### src/rtl/bin_to_bcd_seq_if.sv
// Handshake bundle for bin_to_bcd_seq: operand in, BCD result out.
// The sign signal exists only when BIN_TO_BCD_SIGNED_EN is defined.
interface bin_to_bcd_seq_if #(
  parameter int BIN_WIDTH  = 16,
  parameter int BCD_DIGITS = (BIN_WIDTH*3)/10+1
);
  logic                    in_valid;
  logic                    in_ready;
  logic [BIN_WIDTH-1:0]    bin;
  logic                    out_valid;
  logic                    out_ready;
  logic [4*BCD_DIGITS-1:0] bcd;
  logic                    ovf;
  logic                    busy;
`ifdef BIN_TO_BCD_SIGNED_EN
  logic                    sign;

  modport master (output in_valid, bin, out_ready,
                  input  in_ready, out_valid, bcd, ovf, busy, sign);
  modport slave  (input  in_valid, bin, out_ready,
                  output in_ready, out_valid, bcd, ovf, busy, sign);
`else
  modport master (output in_valid, bin, out_ready,
                  input  in_ready, out_valid, bcd, ovf, busy);
  modport slave  (input  in_valid, bin, out_ready,
                  output in_ready, out_valid, bcd, ovf, busy);
`endif
endinterface

### src/rtl/bin_to_bcd_seq.sv
// Serial double-dabble binary-to-BCD converter, one add-3/shift step per clock.
// Optional macro BIN_TO_BCD_SIGNED_EN: two's-complement operand, magnitude plus sign.

module bin_to_bcd_add3 (
  input  logic [3:0] d_i,
  output logic [3:0] d_o
);
  assign d_o = (d_i >= 4'd5) ? d_i + 4'd3 : d_i;
endmodule

module bin_to_bcd_seq #(
  parameter int BIN_WIDTH  = 16,
  parameter int BCD_DIGITS = (BIN_WIDTH*3)/10+1
) (
  input  logic             clk,
  input  logic             rst,
  bin_to_bcd_seq_if.slave  bus
);
  localparam int BCDW = 4*BCD_DIGITS;
  localparam int SRW  = BCDW + BIN_WIDTH;
  localparam int CW   = $clog2(BIN_WIDTH+1);

  typedef enum logic [1:0] {IDLE, SHIFT, DONE} state_t;

  state_t           state_q, state_d;
  logic [SRW-1:0]   sr_q, sr_d;
  logic [SRW-1:0]   corr;
  logic [CW-1:0]    cnt_q, cnt_d;
  logic             ovf_q, ovf_d;
  logic [BCDW-1:0]  res_q, res_d;
  logic             res_ovf_q, res_ovf_d;
  logic [BIN_WIDTH-1:0] load;
  logic             neg;
  logic             sgn_q, sgn_d;
  logic             res_sgn_q, res_sgn_d;

`ifdef BIN_TO_BCD_SIGNED_EN
  // One extra bit so that the most negative operand's magnitude is exact.
  logic [BIN_WIDTH:0] ext, mag;
  always_comb begin
    ext  = {bus.bin[BIN_WIDTH-1], bus.bin};
    mag  = ext[BIN_WIDTH] ? (~ext + (BIN_WIDTH+1)'(1)) : ext;
    load = mag[BIN_WIDTH-1:0];
    neg  = bus.bin[BIN_WIDTH-1];
  end
  assign bus.sign = res_sgn_q;
`else
  assign load = bus.bin;
  assign neg  = 1'b0;
`endif

  // Binary field passes through; every BCD digit gets its add-3 correction.
  assign corr[BIN_WIDTH-1:0] = sr_q[BIN_WIDTH-1:0];
  for (genvar g = 0; g < BCD_DIGITS; g++) begin : g_dig
    bin_to_bcd_add3 u_add3 (
      .d_i (sr_q[BIN_WIDTH+4*g +: 4]),
      .d_o (corr[BIN_WIDTH+4*g +: 4])
    );
  end

  always_comb begin
    state_d   = state_q;
    sr_d      = sr_q;
    cnt_d     = cnt_q;
    ovf_d     = ovf_q;
    sgn_d     = sgn_q;
    res_d     = res_q;
    res_ovf_d = res_ovf_q;
    res_sgn_d = res_sgn_q;
    unique case (state_q)
      IDLE: begin
        if (bus.in_valid) begin
          sr_d    = {{BCDW{1'b0}}, load};
          cnt_d   = '0;
          ovf_d   = 1'b0;
          sgn_d   = neg;
          state_d = SHIFT;
        end
      end
      SHIFT: begin
        sr_d  = {corr[SRW-2:0], 1'b0};
        ovf_d = ovf_q | corr[SRW-1];
        cnt_d = cnt_q + CW'(1);
        if (cnt_q == CW'(BIN_WIDTH-1)) begin
          // Result registers only change here, so bcd/ovf/sign hold through IDLE.
          res_d     = sr_d[SRW-1 -: BCDW];
          res_ovf_d = ovf_d;
          res_sgn_d = sgn_q;
          state_d   = DONE;
        end
      end
      DONE: begin
        if (bus.out_ready) state_d = IDLE;
      end
      default: state_d = IDLE;
    endcase
  end

  always_ff @(posedge clk or posedge rst) begin
    if (rst) begin
      state_q   <= IDLE;
      sr_q      <= '0;
      cnt_q     <= '0;
      ovf_q     <= 1'b0;
      sgn_q     <= 1'b0;
      res_q     <= '0;
      res_ovf_q <= 1'b0;
      res_sgn_q <= 1'b0;
    end else begin
      state_q   <= state_d;
      sr_q      <= sr_d;
      cnt_q     <= cnt_d;
      ovf_q     <= ovf_d;
      sgn_q     <= sgn_d;
      res_q     <= res_d;
      res_ovf_q <= res_ovf_d;
      res_sgn_q <= res_sgn_d;
    end
  end

  assign bus.in_ready  = (state_q == IDLE);
  assign bus.out_valid = (state_q == DONE);
  assign bus.busy      = (state_q == SHIFT);
  assign bus.bcd       = res_q;
  assign bus.ovf       = res_ovf_q;
endmodule
### src/flat_wrapper.sv
// flat-port wrapper written by rule: the top's interface ports become plain ports
module bin_to_bcd_seq_flat 
#(
  parameter int BIN_WIDTH  = 16,
  parameter int BCD_DIGITS = (BIN_WIDTH*3)/10+1
)
  (clk, rst, bus_in_valid, bus_bin, bus_out_ready, bus_in_ready, bus_out_valid, bus_bcd, bus_ovf, bus_busy);
  bin_to_bcd_seq_if #(.BIN_WIDTH(BIN_WIDTH), .BCD_DIGITS(BCD_DIGITS)) bus_i ();
  input  logic clk;
  input  logic rst;
  input wire logic [$bits(bus_i.in_valid)-1:0] bus_in_valid;
  input wire logic [$bits(bus_i.bin)-1:0] bus_bin;
  input wire logic [$bits(bus_i.out_ready)-1:0] bus_out_ready;
  output wire logic [$bits(bus_i.in_ready)-1:0] bus_in_ready;
  output wire logic [$bits(bus_i.out_valid)-1:0] bus_out_valid;
  output wire logic [$bits(bus_i.bcd)-1:0] bus_bcd;
  output wire logic [$bits(bus_i.ovf)-1:0] bus_ovf;
  output wire logic [$bits(bus_i.busy)-1:0] bus_busy;
  assign bus_i.in_valid = bus_in_valid;
  assign bus_i.bin = bus_bin;
  assign bus_i.out_ready = bus_out_ready;
  assign bus_in_ready = bus_i.in_ready;
  assign bus_out_valid = bus_i.out_valid;
  assign bus_bcd = bus_i.bcd;
  assign bus_ovf = bus_i.ovf;
  assign bus_busy = bus_i.busy;
  bin_to_bcd_seq #(.BIN_WIDTH(BIN_WIDTH), .BCD_DIGITS(BCD_DIGITS)) u_core (.clk(clk), .rst(rst), .bus(bus_i));
endmodule
### config.mk
export PLATFORM = sky130hd
export DESIGN_NAME = bin_to_bcd_seq_flat
export DESIGN_NICKNAME = d
export VERILOG_FILES = /design/src/rtl/bin_to_bcd_seq_if.sv /design/src/rtl/bin_to_bcd_seq.sv /design/src/flat_wrapper.sv
export SDC_FILE = /design/constraint.sdc
export NUM_CORES = 1
export LEC_CHECK = 0
export CAP_MARGIN = 20
export CELL_PAD_IN_SITES_DETAIL_PLACEMENT = 0
export CELL_PAD_IN_SITES_GLOBAL_PLACEMENT = 1
export CORE_MARGIN = 5
export CORE_UTILIZATION = 30
export DETAILED_ROUTE_END_ITERATION = 8
export DONT_BUFFER_PORTS = 1
export GPL_ROUTABILITY_DRIVEN = 0
export PLACE_DENSITY = 0.5
export RECOVER_POWER = 25
export SYNTH_ARGS = -nofsm -noshare
export SYNTH_HDL_FRONTEND = slang
export SYNTH_SLANG_ARGS = --single-unit
### constraint.sdc
create_clock -name clk -period 2.45 [get_ports clk]
set_clock_uncertainty 0.2 [all_clocks]
set_input_delay 0.245 -clock clk [delete_from_list [all_inputs] [get_ports clk]]
set_output_delay 0.245 -clock clk [all_outputs]
set_load 0.02 [all_outputs]
==> reports/qor.yml, run 1 <==
outcome: "complete, no violations"
grt_util_all_layers_pct: 12.6
route.detailed.drc: 0
synthXorXnorAreaFrac_pct: 1.38
fillers: 1045
wl_um: 7660
antennaDiodeCount: 0
pin_count: 44
final_common_cell: "dfrtp_1"
finalPower_uw: 5370
layout_min_cycle_time_ns: 2.18
relSlewSlack_pct: 19.2
powerDensity_nw_per_um2: 1460
synth_edf_count: 0
dr.first_iter.drc_count: 64
hold_class: "input port to register"
synthMuxAreaShare_pct: 6.13
antenna_left: 0
synthesis.nets: 340
drive_above_1_share_pct: 12.4
clkTransAtPathRegs_ns: 0.07
whs_path_depth: 3
placed_cells: 436
initial_core_util_pct: 30.8
syn_area_per_cell_um2: 10.3
cts_tree: "yes"
synth-simple-area-share_pct: 13.0
grt_pass1_wl_um: 12600
htreeDepth: 3
holdWs_ns: 0.0305
fmax_mhz: 458
die_w_um: 113
num_rows: 37
finalSetupViolations: 0
area_growth_pct: 16.0
grt_max_degree: 32
antenna_found_initial: 0
required_ns: 2.01
ctsLongestPathBuffers: 2
worstRegToRegCells: 5
cap_viol_max_count: 0
dp_hpwl_um: 5150
fp.dieH_um: 113
netlist_instances: 308
first_pass_iters: 4
dieArea_um2: 12800
synth-seq-cells: 65
vias: 2235
synth_cell_types: 29
routed_via_density: 4.87
synth_area_um2: 3180
cts_buffers: 9
ys.flop_type: "dfrtp_1"
grt_overflow_total: 0
layout.nets: 350
core_area_um2: 10300
ir_drop_v: 0.000333
worstMarginPinSlew_ns: 1.21
grt_pass1_vias: 2408
hold_violations: 0
portBuffers: 0
stdcell_count: 459
root_buffer: "clkbuf_8"
async_reset_ff_share_pct: 100
synth_top_family_by_area: "compound AO/OA/AOI/OAI gates"
finalCritPeriodShare_pct: 89.0
cts-resized-gates: 0
final_max_slew_viol_count: 0
arrival_ns: 1.74
cp_max_fo: 31
crit_type: "register to output port"
tns_ns: 0
seq_area_frac_synth_pct: 51.1
worstSkewPairLatency_ns: 0.34
rsz0062_at_grt: "false"
leakage_uw: 0.00171
utilization_pct: 35.7
ys.warnings.count: 0
start_kind: "register"
clock-sinks: 65
wl_per_cell_um: 16.7
synth-compound-area-share_pct: 19.2
layout_common_cells: "dfrtp_1 (65), o21ai_0 (39), nand2_1 (33), a21oi_1 (28), a22o_1 (19)"
critPathCaptureType: "output port"
synth_fa_ha_area_share_pct: 4.72
-- worst max-delay path, cell delays in order (launching register included) --
cell and delay (ns):
dfrtp_1 0.63, buf_4 0.38, nand2b_1 0.22, inv_1 0.14
-- cells by family (layout without fill, tap and decap cells) --
group           after synthesis  after routing
buf+inv                      32             47
fa+ha+maj                    12             12
simple gates                 75             75
xor+xnor                      5              5
mux                          18             18
compound gates              101            101
flops                        65             65
-- final cells by class --
class	count	area, um^2	share of cell area (%)
clock inverters	4	97.6	2.64
multi-input cells	211	1410	38.3
flip-flops and latches	65	1630	44.1
repair buffers	15	155	4.20
clock buffers	12	165	4.48
well taps	136	170	4.61
inverters	16	61.3	1.66
-- final timing paths --
path / startpoint / to / slack [ns]
max in group asynchronous: rst / u_core.sr_q[31]$_DFFE_PP0P_ / 0.72
worst min-delay path: bus_bin[6] / u_core.sr_q[6]$_DFFE_PP0P_ / 0.03
min in group asynchronous: rst / u_core.state_q[1]$_DFFE_PP0P_ / 0.46
worst max-delay path: u_core.state_q[0]$_DFFE_PP0P_ / bus_out_valid / 0.27
worst min register to register: u_core.sr_q[4]$_DFFE_PP0P_ / u_core.sr_q[4]$_DFFE_PP0P_ / 0.29
worst max register to register: u_core.cnt_q[0]$_DFFE_PP0P_ / u_core.bus.bcd[2]$_DFFE_PP0P_ / 0.32
-- metrics by stage --
stage / cell area (um^2) / setup slack, ns
after floorplan: 3180 / 0.379
after global placement: 3360 / 0.335
after detailed placement: 3360 / 0.286
after CTS: 3690 / 0.221
after global routing: 3690 / 0.127
final: 3690 / 0.269
-- power by group --
part | switching [uW] | internal [uW] | leakage [uW]
clock network | 426 | 760 | 0.000129
registers | 628 | 1560 | 0.000828
logic | 1050 | 950 | 0.000754
total | 2100 | 3270 | 0.00171
-- Yosys cell counts (all sizes together) (6+ instances only) --
cell type / instances / area share, %
buf: 11 / 1.9
nand2: 34 / 4.1
ha: 12 / 4.7
a21oi: 28 / 4.4
dfrtp: 65 / 51
mux2i: 6 / 1.9
and3b: 12 / 3.3
a22o: 19 / 5.2
o21ai: 39 / 6.1
nand2b: 12 / 2.4
inv: 15 / 1.8
mux2: 12 / 4.2
-- repair_timing --
action | CTS | global route
endpoints found under the hold margin | 31 | 0
hold buffers | 7 | 0
setup buffers | 0 | 0
-- sequential cells by signal (all words and copies together) (netlist names) --
register	cells
u_core.state_q	2
u_core.sr_q	36
u_core.cnt_q	5
u_core.bus.ovf	1
u_core.ovf_q	1
u_core.bus.bcd	20
-- routing by layer --
layer  vias to the layer above  GRT usage, %  routed length (um)
li1                       1103             -                   -
met1                      1078          16.8                3750
met2                        46          19.3                3430
met3                         8          4.06                 383
met4                         0          4.49                  88
met5                         -             0                   0
No activity file was read; power rests on OpenSTA's default activity.
==> run 2: changes to the inputs <==
SYNTH_HIERARCHICAL = 1   (was unset)
==> reports/qor.yml, run 2 <==
outcome: "finished with violations"  # was complete, no violations
violations: "capacitance limit, slew limit"
hp-start: "bus_in_valid"  # was bus_bin[6]
synthesis.nets: 333  # was 340
synth_area_um2: 3250  # was 3180 um^2
largest_register: "u_core/sr_q"  # was u_core.sr_q
tns_ns: 0  # unchanged
cts_tree: "yes"  # unchanged
drive_above_1_share_pct: 15.2  # was 12.4%
netlist_instances: 301  # was 308
ctsLongestPathBuffers: 2  # unchanged
crit_type: "register to output port"  # unchanged
postCtsSetupBuffers: 0  # unchanged
seq_area_um2: 1630  # unchanged
area_growth_pct: 16.0  # about the same
cap_viol_max_count: 1  # was 0
dr.first_iter.drc_count: 88  # was 64
critPathCaptureType: "output port"  # unchanged
antenna_found_initial: 0  # unchanged
ys.flop_type: "dfrtp_1"  # unchanged
grt_overflow_total: 0  # unchanged
synthTopCellsByCount: "dfrtp_1 (65), o21ai_0 (26), nand2_1 (25)"  # was dfrtp_1 (65), o21ai_0 (39), nand2_1 (33)
yosysTopAreaCell: "dfrtp_1"  # unchanged
antennaDiodeCount: 0  # unchanged
setup_ws_ns: 0.213  # was 0.269 ns
clkTransAtPathRegs_ns: 0.07  # about the same
antenna_left: 0  # unchanged
arrival_ns: 1.79  # was 1.74 ns
cts-resized-gates: 0  # unchanged
layout_common_cells: "dfrtp_1 (65), o21ai_0 (26), nand2_1 (25), a22o_1 (21), mux2_2 (20)"  # was dfrtp_1 (65), o21ai_0 (39), nand2_1 (33), a21oi_1 (28), a22o_1 (19)
relSlewSlack_pct: -0.764  # was 19.2%
dp_hpwl_um: 4630  # was 5150 um
htreeDepth: 3  # unchanged
grt_pass1_vias: 2425  # was 2408
clock-sinks: 65  # unchanged
initial_core_util_pct: 30.3  # was 30.8%
fp.dieH_um: 114  # was 113 um
synthTopCellsByArea: "dfrtp_1 (50%), mux2_2 (6.9%), a22o_1 (5.7%)"  # was dfrtp_1 (51%), o21ai_0 (6.1%), a22o_1 (5.2%)
fmax_mhz: 447  # was 458 MHz
pin_count: 44  # unchanged
die_w_um: 114  # was 113 um
layout.nets: 356  # was 350
route.detailed.drc: 0  # unchanged
start_kind: "register"  # unchanged
hold_violations: 0  # unchanged
final_common_cell: "dfrtp_1"  # unchanged
hold_class: "input port to register"  # unchanged
ir_drop_v: 0.000400  # was 0.000333 V
num_rows: 38  # was 37
core_area_um2: 10700  # was 10300 um^2
multi_input_area_um2: 1460  # was 1410 um^2
finalCritPeriodShare_pct: 91.3  # was 89.0%
synth_cell_types: 31  # was 29
cts_buffers: 9  # unchanged
wl_um: 7310  # was 7660 um
root_buffer: "clkbuf_8"  # unchanged
worstSkewPairLatency_ns: 0.33  # was 0.34 ns
startpoint: "u_core/state_q[0]$_DFFE_PP0P_"  # was u_core.state_q[0]$_DFFE_PP0P_
finalSetupViolations: 0  # unchanged
yosysMostFrequentCell: "dfrtp_1"  # unchanged
powerDensity_nw_per_um2: 1360  # was 1460 nW/um^2
largest_reg_flops: 36  # unchanged
async_reset_ff_share_pct: 100  # unchanged
ys.warnings.count: 6  # was 0
routed_via_density: 4.85  # was 4.87
worstMarginPinSlew_ns: 1.51  # was 1.21 ns
first_pass_iters: 4  # unchanged
grt_util_all_layers_pct: 12.0  # was 12.6%
cp_max_fo: 22  # was 31
leakage_uw: 0.00174  # was 0.00171 uW
synth_edf_count: 0  # unchanged
portBuffers: 0  # unchanged
wl_per_cell_um: 15.6  # was 16.7 um
syn_area_per_cell_um2: 10.8  # was 10.3 um^2
fillers: 1120  # was 1045
preCtsSetupSlack_ns: 0.354  # was 0.286 ns
seq_area_frac_synth_pct: 50.0  # was 51.1%
r2r_start: "u_core/cnt_q[0]$_DFFE_PP0P_"  # was u_core.cnt_q[0]$_DFFE_PP0P_
grt_max_degree: 66  # was 32
layout_min_cycle_time_ns: 2.24  # was 2.18 ns
final_max_slew_viol_count: 65  # was 0
vias: 2276  # was 2235
utilization_pct: 35.1  # was 35.7%
dieArea_um2: 13000  # was 12800 um^2
rsz0062_at_grt: "false"  # unchanged
synth-seq-cells: 65  # unchanged
required_ns: 2.01  # about the same
grt_pass1_wl_um: 12400  # was 12600 um
yosys.area.top_type_share_pct: 50.0  # was 51.1%
run 2: worst max-delay path: stages, from the launching register on:
cell and delay [ns]:
dfrtp_1 0.67, nand2b_2 0.15, inv_2 0.38, buf_4 0.25
run 2: final cells by class:
class / count / share of cell area (%)
multi-input cells: 204 / 38.7
inverters: 17 / 1.69
repair buffers: 27 / 6.90
clock buffers: 13 / 3.95
flip-flops and latches: 65 / 43.1
well taps: 140 / 4.64
clock inverters: 3 / 1.06
run 2: logic make-up (layout without fill, tap and decap cells):
logic type	Yosys count	in the layout	synth area share [%]
AOI/OAI and AO/OA	94	94	18.9
and+or+nand+nor	67	67	11.1
DFF	65	65	50.0
buffers and inverters	32	60	5.27
muxes	26	26	8.77
adders and majority gates	12	12	4.62
xor gates and xnor gates	5	5	1.35
run 2: metal layers:
layer | GRT usage [%] | vias to the layer above | share of wire (%)
li1 | - | 1096 | -
met4 | 4.51 | 0 | 1.5
met1 | 14.9 | 1128 | 46
met5 | 0 | - | 0
met3 | 2.59 | 10 | 3.8
met2 | 20.3 | 42 | 48
run 2: worst paths after layout:
check / to / slack [ns] / cells after the start
max in group asynchronous: u_core/cnt_q[4]$_DFFE_PP0P_ / 0.45 / 3
worst min register to register: u_core/cnt_q[3]$_DFFE_PP0P_ / 0.29 / 1
worst min-delay path: u_core/sr_q[8]$_DFFE_PP0P_ / 0.06 / 3
min in group asynchronous: u_core/bus.bcd[6]$_DFFE_PP0P_ / 0.69 / 3
worst max-delay path: bus_busy / 0.21 / 3
worst max register to register: u_core/bus.bcd[13]$_DFFE_PP0P_ / 0.37 / 5
run 2: report_power, final:
part           internal (uW)  switching (uW)  total, uW
Combinational           1030            1050       2080
Sequential              1540             615       2160
Clock                    497             410        907
run 2: metrics by stage:
stage          area, um^2  instances  total power, uW  hold slack, ns
6_report             3770        469             5150          0.0555
4_1_cts              3790        469             5250          0.0333
3_3_place_gp         3410        434             4250          0.0416
2_1_floorplan        3250        301             3780           0.153
5_1_grt              3770        469             5590          0.0621
3_5_place_dp         3410        434             4280          0.0444
run 2: timing repair:
action,4_1_cts,5_1_grt
setup endpoints to repair,0,0
hold buffers,19,0
hold endpoints to repair,83,0
==> run 3: changes to the inputs <==
CTS_CLUSTER_DIAMETER = 60   (was unset)
==> results of run 3 <==
The final DEF is identical to that of run 2; final timing and power are the same.
